File: config.mk
export PLATFORM = sky130hd
export DESIGN_NAME = match_controller
export DESIGN_NICKNAME = d
export VERILOG_FILES = /design/src/rtl/match_controller.sv
export SDC_FILE = /design/constraint.sdc
export NUM_CORES = 1
export LEC_CHECK = 0
export CORE_ASPECT_RATIO = 1.75
export CORE_MARGIN = 3
export CORE_UTILIZATION = 55
export DETAILED_ROUTE_END_ITERATION = 8
export PLACE_DENSITY = 0.82
export SLEW_MARGIN = 30
export SYNTH_ARGS = -nofsm -noshare
export SYNTH_HDL_FRONTEND = slang
export SYNTH_SLANG_ARGS = --single-unit
File: constraint.sdc
create_clock -name clk -period 2.47 [get_ports clk]
set_clock_uncertainty 0.05 [all_clocks]
set_input_delay 0.3705 -clock clk [delete_from_list [all_inputs] [get_ports clk]]
set_output_delay 0.3705 -clock clk [all_outputs]
set_load 0.1 [all_outputs]
File: src/rtl/match_controller.sv
// Match sequencer for Pong: N-player scoring, serve delay paced by the 1 ms strobe,
// pause toggling and win detection. Every output is driven straight from a register.
module match_controller #(
   parameter int NUM_PLAYERS    = 2,
   parameter int SCORE_W        = 4,
   parameter int WIN_SCORE      = 9,
   parameter int SERVE_DELAY_MS = 1000,
   localparam int PW            = (NUM_PLAYERS > 2) ? $clog2(NUM_PLAYERS) : 1
) (
   input  logic                         clk,
   input  logic                         reset,
   input  logic                         clk_1ms,
   input  logic                         start,
   input  logic                         pause,
   input  logic                         point_valid,
   input  logic [PW-1:0]                point_player,
   output logic [1:0]                   game_state,
   output logic [NUM_PLAYERS*SCORE_W-1:0] scores,
   output logic [PW-1:0]                serve_player,
   output logic [PW-1:0]                winner,
   output logic                         ball_enable,
   output logic                         paused,
   output logic                         point_accepted
);
   localparam int CW = (SERVE_DELAY_MS > 0) ? $clog2(SERVE_DELAY_MS + 1) : 1;
   localparam logic [CW-1:0]      DELAY_LOAD = CW'(SERVE_DELAY_MS);
   localparam logic [SCORE_W-1:0] WIN_VAL    = SCORE_W'(WIN_SCORE);
   localparam logic [PW:0]        NP_LIMIT   = (PW + 1)'(NUM_PLAYERS);

   typedef enum logic [1:0] {
      S_IDLE  = 2'd0,
      S_SERVE = 2'd1,
      S_PLAY  = 2'd2,
      S_OVER  = 2'd3
   } state_t;

   state_t              state_r, state_nxt_s;
   logic                start_prev_r, pause_prev_r;
   logic                start_edge_s, pause_edge_s;
   logic [CW-1:0]       cnt_r, cnt_nxt_s;
   logic [SCORE_W-1:0]  score_r     [NUM_PLAYERS];
   logic [SCORE_W-1:0]  score_nxt_s [NUM_PLAYERS];
   logic [SCORE_W-1:0]  sel_score_s;
   logic [PW-1:0]       serve_player_r, serve_nxt_s;
   logic [PW-1:0]       winner_r, winner_nxt_s;
   logic                paused_r, paused_nxt_s;
   logic                ball_enable_r, point_accepted_r;
   logic                accept_s, win_s;

   assign start_edge_s = start & ~start_prev_r;
   assign pause_edge_s = pause & ~pause_prev_r;

   // A point counts on the old paused value and only for an existing player.
   assign accept_s = (state_r == S_PLAY) && point_valid && !paused_r &&
                     ({1'b0, point_player} < NP_LIMIT);
   assign win_s    = ((sel_score_s + SCORE_W'(1)) == WIN_VAL);

   // Current score of the player named by point_player
   always_comb begin
      sel_score_s = {SCORE_W{1'b0}};
      for (int i = 0; i < NUM_PLAYERS; i++) begin
         sel_score_s = (point_player == PW'(i)) ? score_r[i] : sel_score_s;
      end
   end

   // State register
   always_ff @(posedge clk or negedge reset) begin
      if (!reset) state_r <= S_IDLE;
      else        state_r <= state_nxt_s;
   end

   // Next-state logic
   always_comb begin
      state_nxt_s = state_r;
      case (state_r)
         S_IDLE, S_OVER: begin
            if (start_edge_s) state_nxt_s = S_SERVE;
            else              state_nxt_s = state_r;
         end
         S_SERVE: begin
            if ((cnt_r == {CW{1'b0}}) && !paused_r) state_nxt_s = S_PLAY;
            else                                    state_nxt_s = S_SERVE;
         end
         S_PLAY: begin
            if (accept_s) state_nxt_s = win_s ? S_OVER : S_SERVE;
            else          state_nxt_s = S_PLAY;
         end
         default: state_nxt_s = S_IDLE;
      endcase
   end

   // Output and datapath next values
   always_comb begin
      cnt_nxt_s    = cnt_r;
      serve_nxt_s  = serve_player_r;
      winner_nxt_s = winner_r;
      for (int i = 0; i < NUM_PLAYERS; i++) score_nxt_s[i] = score_r[i];
      case (state_r)
         S_IDLE, S_OVER: begin
            if (start_edge_s) begin
               for (int i = 0; i < NUM_PLAYERS; i++) score_nxt_s[i] = {SCORE_W{1'b0}};
               serve_nxt_s  = {PW{1'b0}};
               winner_nxt_s = {PW{1'b0}};
               cnt_nxt_s    = DELAY_LOAD;
            end else begin
               cnt_nxt_s = cnt_r;
            end
         end
         S_SERVE: begin
            if (clk_1ms && !paused_r && (cnt_r != {CW{1'b0}})) cnt_nxt_s = cnt_r - CW'(1);
            else                                                cnt_nxt_s = cnt_r;
         end
         S_PLAY: begin
            if (accept_s) begin
               for (int i = 0; i < NUM_PLAYERS; i++) begin
                  score_nxt_s[i] = (point_player == PW'(i)) ? sel_score_s + SCORE_W'(1)
                                                            : score_r[i];
               end
               if (win_s) begin
                  winner_nxt_s = point_player;
               end else begin
                  serve_nxt_s = point_player;
                  cnt_nxt_s   = DELAY_LOAD;
               end
            end else begin
               cnt_nxt_s = cnt_r;
            end
         end
         default: cnt_nxt_s = cnt_r;
      endcase

      if ((state_nxt_s == S_IDLE) || (state_nxt_s == S_OVER))
         paused_nxt_s = 1'b0;
      else if (((state_r == S_SERVE) || (state_r == S_PLAY)) && pause_edge_s)
         paused_nxt_s = ~paused_r;
      else
         paused_nxt_s = paused_r;
   end

   // Datapath and output registers
   always_ff @(posedge clk or negedge reset) begin
      if (!reset) begin
         for (int i = 0; i < NUM_PLAYERS; i++) score_r[i] <= {SCORE_W{1'b0}};
         cnt_r            <= {CW{1'b0}};
         serve_player_r   <= {PW{1'b0}};
         winner_r         <= {PW{1'b0}};
         paused_r         <= 1'b0;
         ball_enable_r    <= 1'b0;
         point_accepted_r <= 1'b0;
         start_prev_r     <= 1'b0;
         pause_prev_r     <= 1'b0;
      end else begin
         for (int i = 0; i < NUM_PLAYERS; i++) score_r[i] <= score_nxt_s[i];
         cnt_r            <= cnt_nxt_s;
         serve_player_r   <= serve_nxt_s;
         winner_r         <= winner_nxt_s;
         paused_r         <= paused_nxt_s;
         ball_enable_r    <= (state_nxt_s == S_PLAY) && !paused_nxt_s;
         point_accepted_r <= accept_s;
         start_prev_r     <= start;
         pause_prev_r     <= pause;
      end
   end

   for (genvar g = 0; g < NUM_PLAYERS; g++) begin : g_pack
      assign scores[g*SCORE_W +: SCORE_W] = score_r[g];
   end

   assign game_state     = state_r;
   assign serve_player   = serve_player_r;
   assign winner         = winner_r;
   assign ball_enable    = ball_enable_r;
   assign paused         = paused_r;
   assign point_accepted = point_accepted_r;
endmodule

==> out/results.md <==
| Stage | Parameter | This run |
|---|---|---|
| routing | First drt pass iteration count | 4 |
| synthesis | Sequential fraction of the synthesis area | 39.4% |
| worst setup path | Category of the most critical setup path | register to register |
| synthesis | Top area cells in the synthesized netlist | sky130_fd_sc_hd__dfrtp_1 39%, sky130_fd_sc_hd__ha_1 5.1%, sky130_fd_sc_hd__a211oi_2 4.4%, sky130_fd_sc_hd__a22o_1 3.6%, sky130_fd_sc_hd__inv_1 3.1% |
| finish | Filler cell count in the final layout | 228 |
| timing | Number of max-slew violations in the final report | 0 |
| clocking | Cts-stage hold buffer count | 0 |
| routing | Ratio of routed vias to standard cells | 5.91 |
| routing | Wire length on met1 | 1.44 mm |
| timing | Final period util | 94.7% |
| finish | Area growth from synthesis to layout | 17.5% |
| worst setup path | Crit path capture type | register |
| worst setup path | Register-to-Register Path Depth | 12 |
| power | Power per cell area | 977 nW/µm² |
| finish | Leading cell types in the layout, fill and taps excluded | 26 x sky130_fd_sc_hd__buf_4, 20 x sky130_fd_sc_hd__dfrtp_1, 14 x sky130_fd_sc_hd__inv_1 |
| synthesis | Post-Synthesis Cells | 177 |
| floorplan | Starting density of the core | 57.9% |
| synthesis | Cell taking the most area after synthesis | sky130_fd_sc_hd__dfrtp_1 |
| synthesis | Async set-reset flop share out of synthesis | 100% |
| global route | Number of antenna violations at the first check in global routing | 0 |
| finish | Post-layout nets | 219 |
| power | Share of total power in the clock network | 12.8% |
| power | Combinational share of power | 54.9% |
| routing | DR top layer | met4 |
| timing | Min Hold Slack | 0.417 ns |
| timing | Unrepaired setup endpoints after global routing | false |
| routing | Remaining design rule violation count | 0 |
| synthesis | Ys flop type | sky130_fd_sc_hd__dfrtp_1 |
| timing | Minimum clock period after layout | 2.34 ns |
| clocking | Number of buffers added by the clock tree synthesis step | 3 |
| floorplan | Cell row count | 26 |
| timing | Rel. slew slack | 71.2% |
| place | Sum of net half-perimeters after detailed placement | 2.94 mm |
| synthesis | Synthesized net count | 191 |
| clocking | Sinks on Clock Net | 27 |
| clocking | # H-tree levels | 1 |
| global route | Wire length of the first global-routing pass | 6.57 mm |
| worst hold path | Worst hold path class | input pin to async pin |
| worst setup path | Critical register-to-register path endpoint | ball_enable$_DFF_PN0_ |
| worst setup path | Setup slack of the worst register-to-register path | 0.13 ns |
| finish | Number of standard cells in the final layout excluding fillers | 246 |
| worst setup path | Worst Path Required | 2.59 ns |
| place | Count of buffers from port buffering | 21 |
| synthesis | Mean instance size in the synthesized netlist | 9.69 µm² |
| power | Sw power | 0.921 mW |
| floorplan | Core Box Area | 2960 µm² |
| global route | Vias in the first global route | 1552 |
| clocking | CTS clock-pin slew for the worst setup and hold paths | 0.10 ns |
| floorplan | Horizontal die dimension | 48.2 µm |
| power | Share of total power consumed by net switching | 46.8% |
| power | Internal power summed over all cells | 1.05 mW |
| synthesis | Number of synthesized flops with an enable pin | 0 |
| global route | GRT Overall Usage | 23.4% |
| synthesis | Number of different library cells in the post-synthesis netlist | 50 |
| routing | Total routed wirelength | 3.91 mm |
| clocking | Worst-skew pair later-pin latency | 0.27 ns |
| synthesis | Fraction of post-synthesis cell area in the top cell type by area | 39.4% |
| place | Placer's final routability congestion estimate | 0.892 |
| clocking | Maximum buffer depth of the clock tree | 2 |
| synthesis | Cell Area, Synth | 1720 µm² |
| floorplan | Height of the die | 79.9 µm |
| finish | Area of all placed cells without fillers | 2020 µm² |
| timing | Maximum operating frequency | 0.428 GHz |
| clocking | Clock tree from TritonCTS | built |
| worst setup path | Worst setup SP type | register |
| routing | Routed Antenna Nets | 0 |
| power | IR drop worst, VDD | 0.000749 V |
| place | Dpl cells | 241 |
| routing | Met2 routed wirelength | 2.25 mm |
| routing | Met3 Wirelength | 100 µm |
| worst setup path | Critical R2R Launch | scores[0]$_DFFE_PN0P_ |
| run status | Outcome | finished, final reports clean |
| finish | Most common library cell in the layout ignoring fill and taps | sky130_fd_sc_hd__buf_4 |
| global route | Pin count of the biggest net entering global routing | 28 |
| finish | Share of cells above drive strength 1 | 26.5% |
| routing | Mean routed wirelength per cell | 15.9 µm |
| finish | Register Area | 684 µm² |
| synthesis | Number of warnings issued by yosys | 0 |
| timing | Transition at the pin with the smallest max-transition slack | 0.429 ns |
| floorplan | Number of ports placed on the die boundary | 22 |
| synthesis | #FFs+latches synth | 27 |
| floorplan | Area of the die | 3850 µm² |
| power | Leakage dissipation | 0.957 nW |
| place | Total placed instance area | 1960 µm² |
| worst setup path | Critical path peak fanout | 3 |
| global route | Remaining Overflow, GRT | 0 |
| timing | # setup viols final | 0 |
| routing | Iteration-0 DRC count of the detailed router | 49 |
| finish | Multi-input gate area in the final layout | 926 µm² |
| routing | Vias after detailed routing | 1455 |
| job | Number of max-cap violations | 0 |
| finish | Antenna diode count | 0 |
| timing | Final Hold Vio Count | 0 |
| clocking | Clock root buffer | sky130_fd_sc_hd__clkbuf_8 |
| worst setup path | Data arrival, critical path | 2.46 ns |
| power | Sequential power share | 32.3% |
[worst max-delay path, stage by stage (launching register included)]
cell and delay, ns:
sky130_fd_sc_hd__dfrtp_2 0.43, sky130_fd_sc_hd__inv_1 0.11, sky130_fd_sc_hd__o21a_1 0.16, sky130_fd_sc_hd__inv_1 0.05, sky130_fd_sc_hd__ha_1 0.21, sky130_fd_sc_hd__inv_1 0.14
sky130_fd_sc_hd__xnor2_2 0.15, sky130_fd_sc_hd__o2111ai_2 0.15, sky130_fd_sc_hd__a31oi_1 0.18, sky130_fd_sc_hd__a31o_2 0.14, sky130_fd_sc_hd__ha_1 0.23, sky130_fd_sc_hd__nor2_1 0.15
sky130_fd_sc_hd__nor2b_1 0.07
[state kept, by name, summed over array words and instances, names as in the netlist]
signal,flops
paused,1
serve_player,1
start_prev_r,1
point_accepted,1
winner,1
ball_enable,1
pause_prev_r,1
game_state,2
scores,8
cnt_r,10
[cell type report]
type	instances	area share (%)
clock buffers	3	2.05
flip-flops and latches	27	34.0
clock inverters	1	0.248
multi-input cells	127	45.9
repair buffers	32	12.6
inverters	14	2.61
well taps	42	2.61
[kinds of logic (layout without fill, tap and decap cells)]
family / Yosys count / count (layout) / synth area share, %
simple gates: 67 / 67 / 22.0
compound gates: 45 / 45 / 21.7
flops: 27 / 27 / 39.4
buf+inv: 23 / 50 / 6.64
fa+ha+maj: 7 / 7 / 5.11
mux: 6 / 6 / 3.79
xor+xnor: 2 / 2 / 1.46
[metal layers]
layer	track usage [%]	vias up
met5	0	-
met4	11.1	0
met3	2.71	11
met2	42.5	29
met1	23.9	712
li1	-	703
[per-stage QoR]
stage | util (%) | power [mW] | TNS, ns | setup WS, ns
2_1_floorplan | - | 1.52 | -0.0891 | -0.0891
3_3_place_gp | 66.3 | 1.68 | -0.891 | -0.239
3_5_place_dp | 66.3 | 1.73 | -2.20 | -0.364
4_1_cts | 68.1 | 1.98 | 0 | 0.142
5_1_grt | 68.1 | 2.14 | 0 | 0.0116
6_report | 68.1 | 1.97 | 0 | 0.131
[power groups by stage]
stage | registers, mW | logic [mW] | clock network, mW
4_1_cts | 0.635 | 1.09 | 0.257
5_1_grt | 0.651 | 1.21 | 0.276
6_report | 0.636 | 1.08 | 0.252
2_1_floorplan | 0.750 | 0.767 | 0
3_5_place_dp | 0.644 | 1.08 | 0
3_3_place_gp | 0.635 | 1.04 | 0
[how the worst max path moves through the flow]
stage                                  to  cells past startpoint             startpoint  slack [ns]
finish              ball_enable$_DFF_PN0_                     12  scores[0]$_DFFE_PN0P_        0.13
detailed placement  ball_enable$_DFF_PN0_                     12           point_player       -0.36
global route        ball_enable$_DFF_PN0_                     12  scores[0]$_DFFE_PN0P_        0.01
floorplan           ball_enable$_DFF_PN0_                      8  scores[2]$_DFFE_PN0P_       -0.09
CTS                 ball_enable$_DFF_PN0_                     12  scores[0]$_DFFE_PN0P_        0.14
global placement    ball_enable$_DFF_PN0_                     12           point_player       -0.24
[synthesized netlist by cell type (2+ instances only)]
master	n
sky130_fd_sc_hd__dfrtp_1	27
sky130_fd_sc_hd__inv_1	14
sky130_fd_sc_hd__nand2_1	13
sky130_fd_sc_hd__nor2_1	11
sky130_fd_sc_hd__and3_1	8
sky130_fd_sc_hd__a22o_1	7
sky130_fd_sc_hd__ha_1	7
sky130_fd_sc_hd__nor3b_1	7
sky130_fd_sc_hd__a211oi_2	6
sky130_fd_sc_hd__a21oi_1	6
sky130_fd_sc_hd__nand3_1	6
sky130_fd_sc_hd__nor3_1	5
sky130_fd_sc_hd__o21ai_0	5
sky130_fd_sc_hd__clkbuf_1	4
sky130_fd_sc_hd__mux2i_1	4
sky130_fd_sc_hd__a22oi_1	3
sky130_fd_sc_hd__buf_6	3
sky130_fd_sc_hd__a21boi_0	2
sky130_fd_sc_hd__a31oi_1	2
sky130_fd_sc_hd__and4b_1	2
sky130_fd_sc_hd__nand2b_1	2
sky130_fd_sc_hd__nand4_1	2
sky130_fd_sc_hd__nor2b_1	2
sky130_fd_sc_hd__o21ai_1	2
sky130_fd_sc_hd__o22ai_1	2
[repair_timing]
action | 4_1_cts | 5_1_grt
setup buffers | 1 | 0
hold endpoints to repair | 0 | 0
gates resized for setup | 1 | 0
endpoints found under the setup margin | 1 | 0
(Power assumes the default switching activity.)
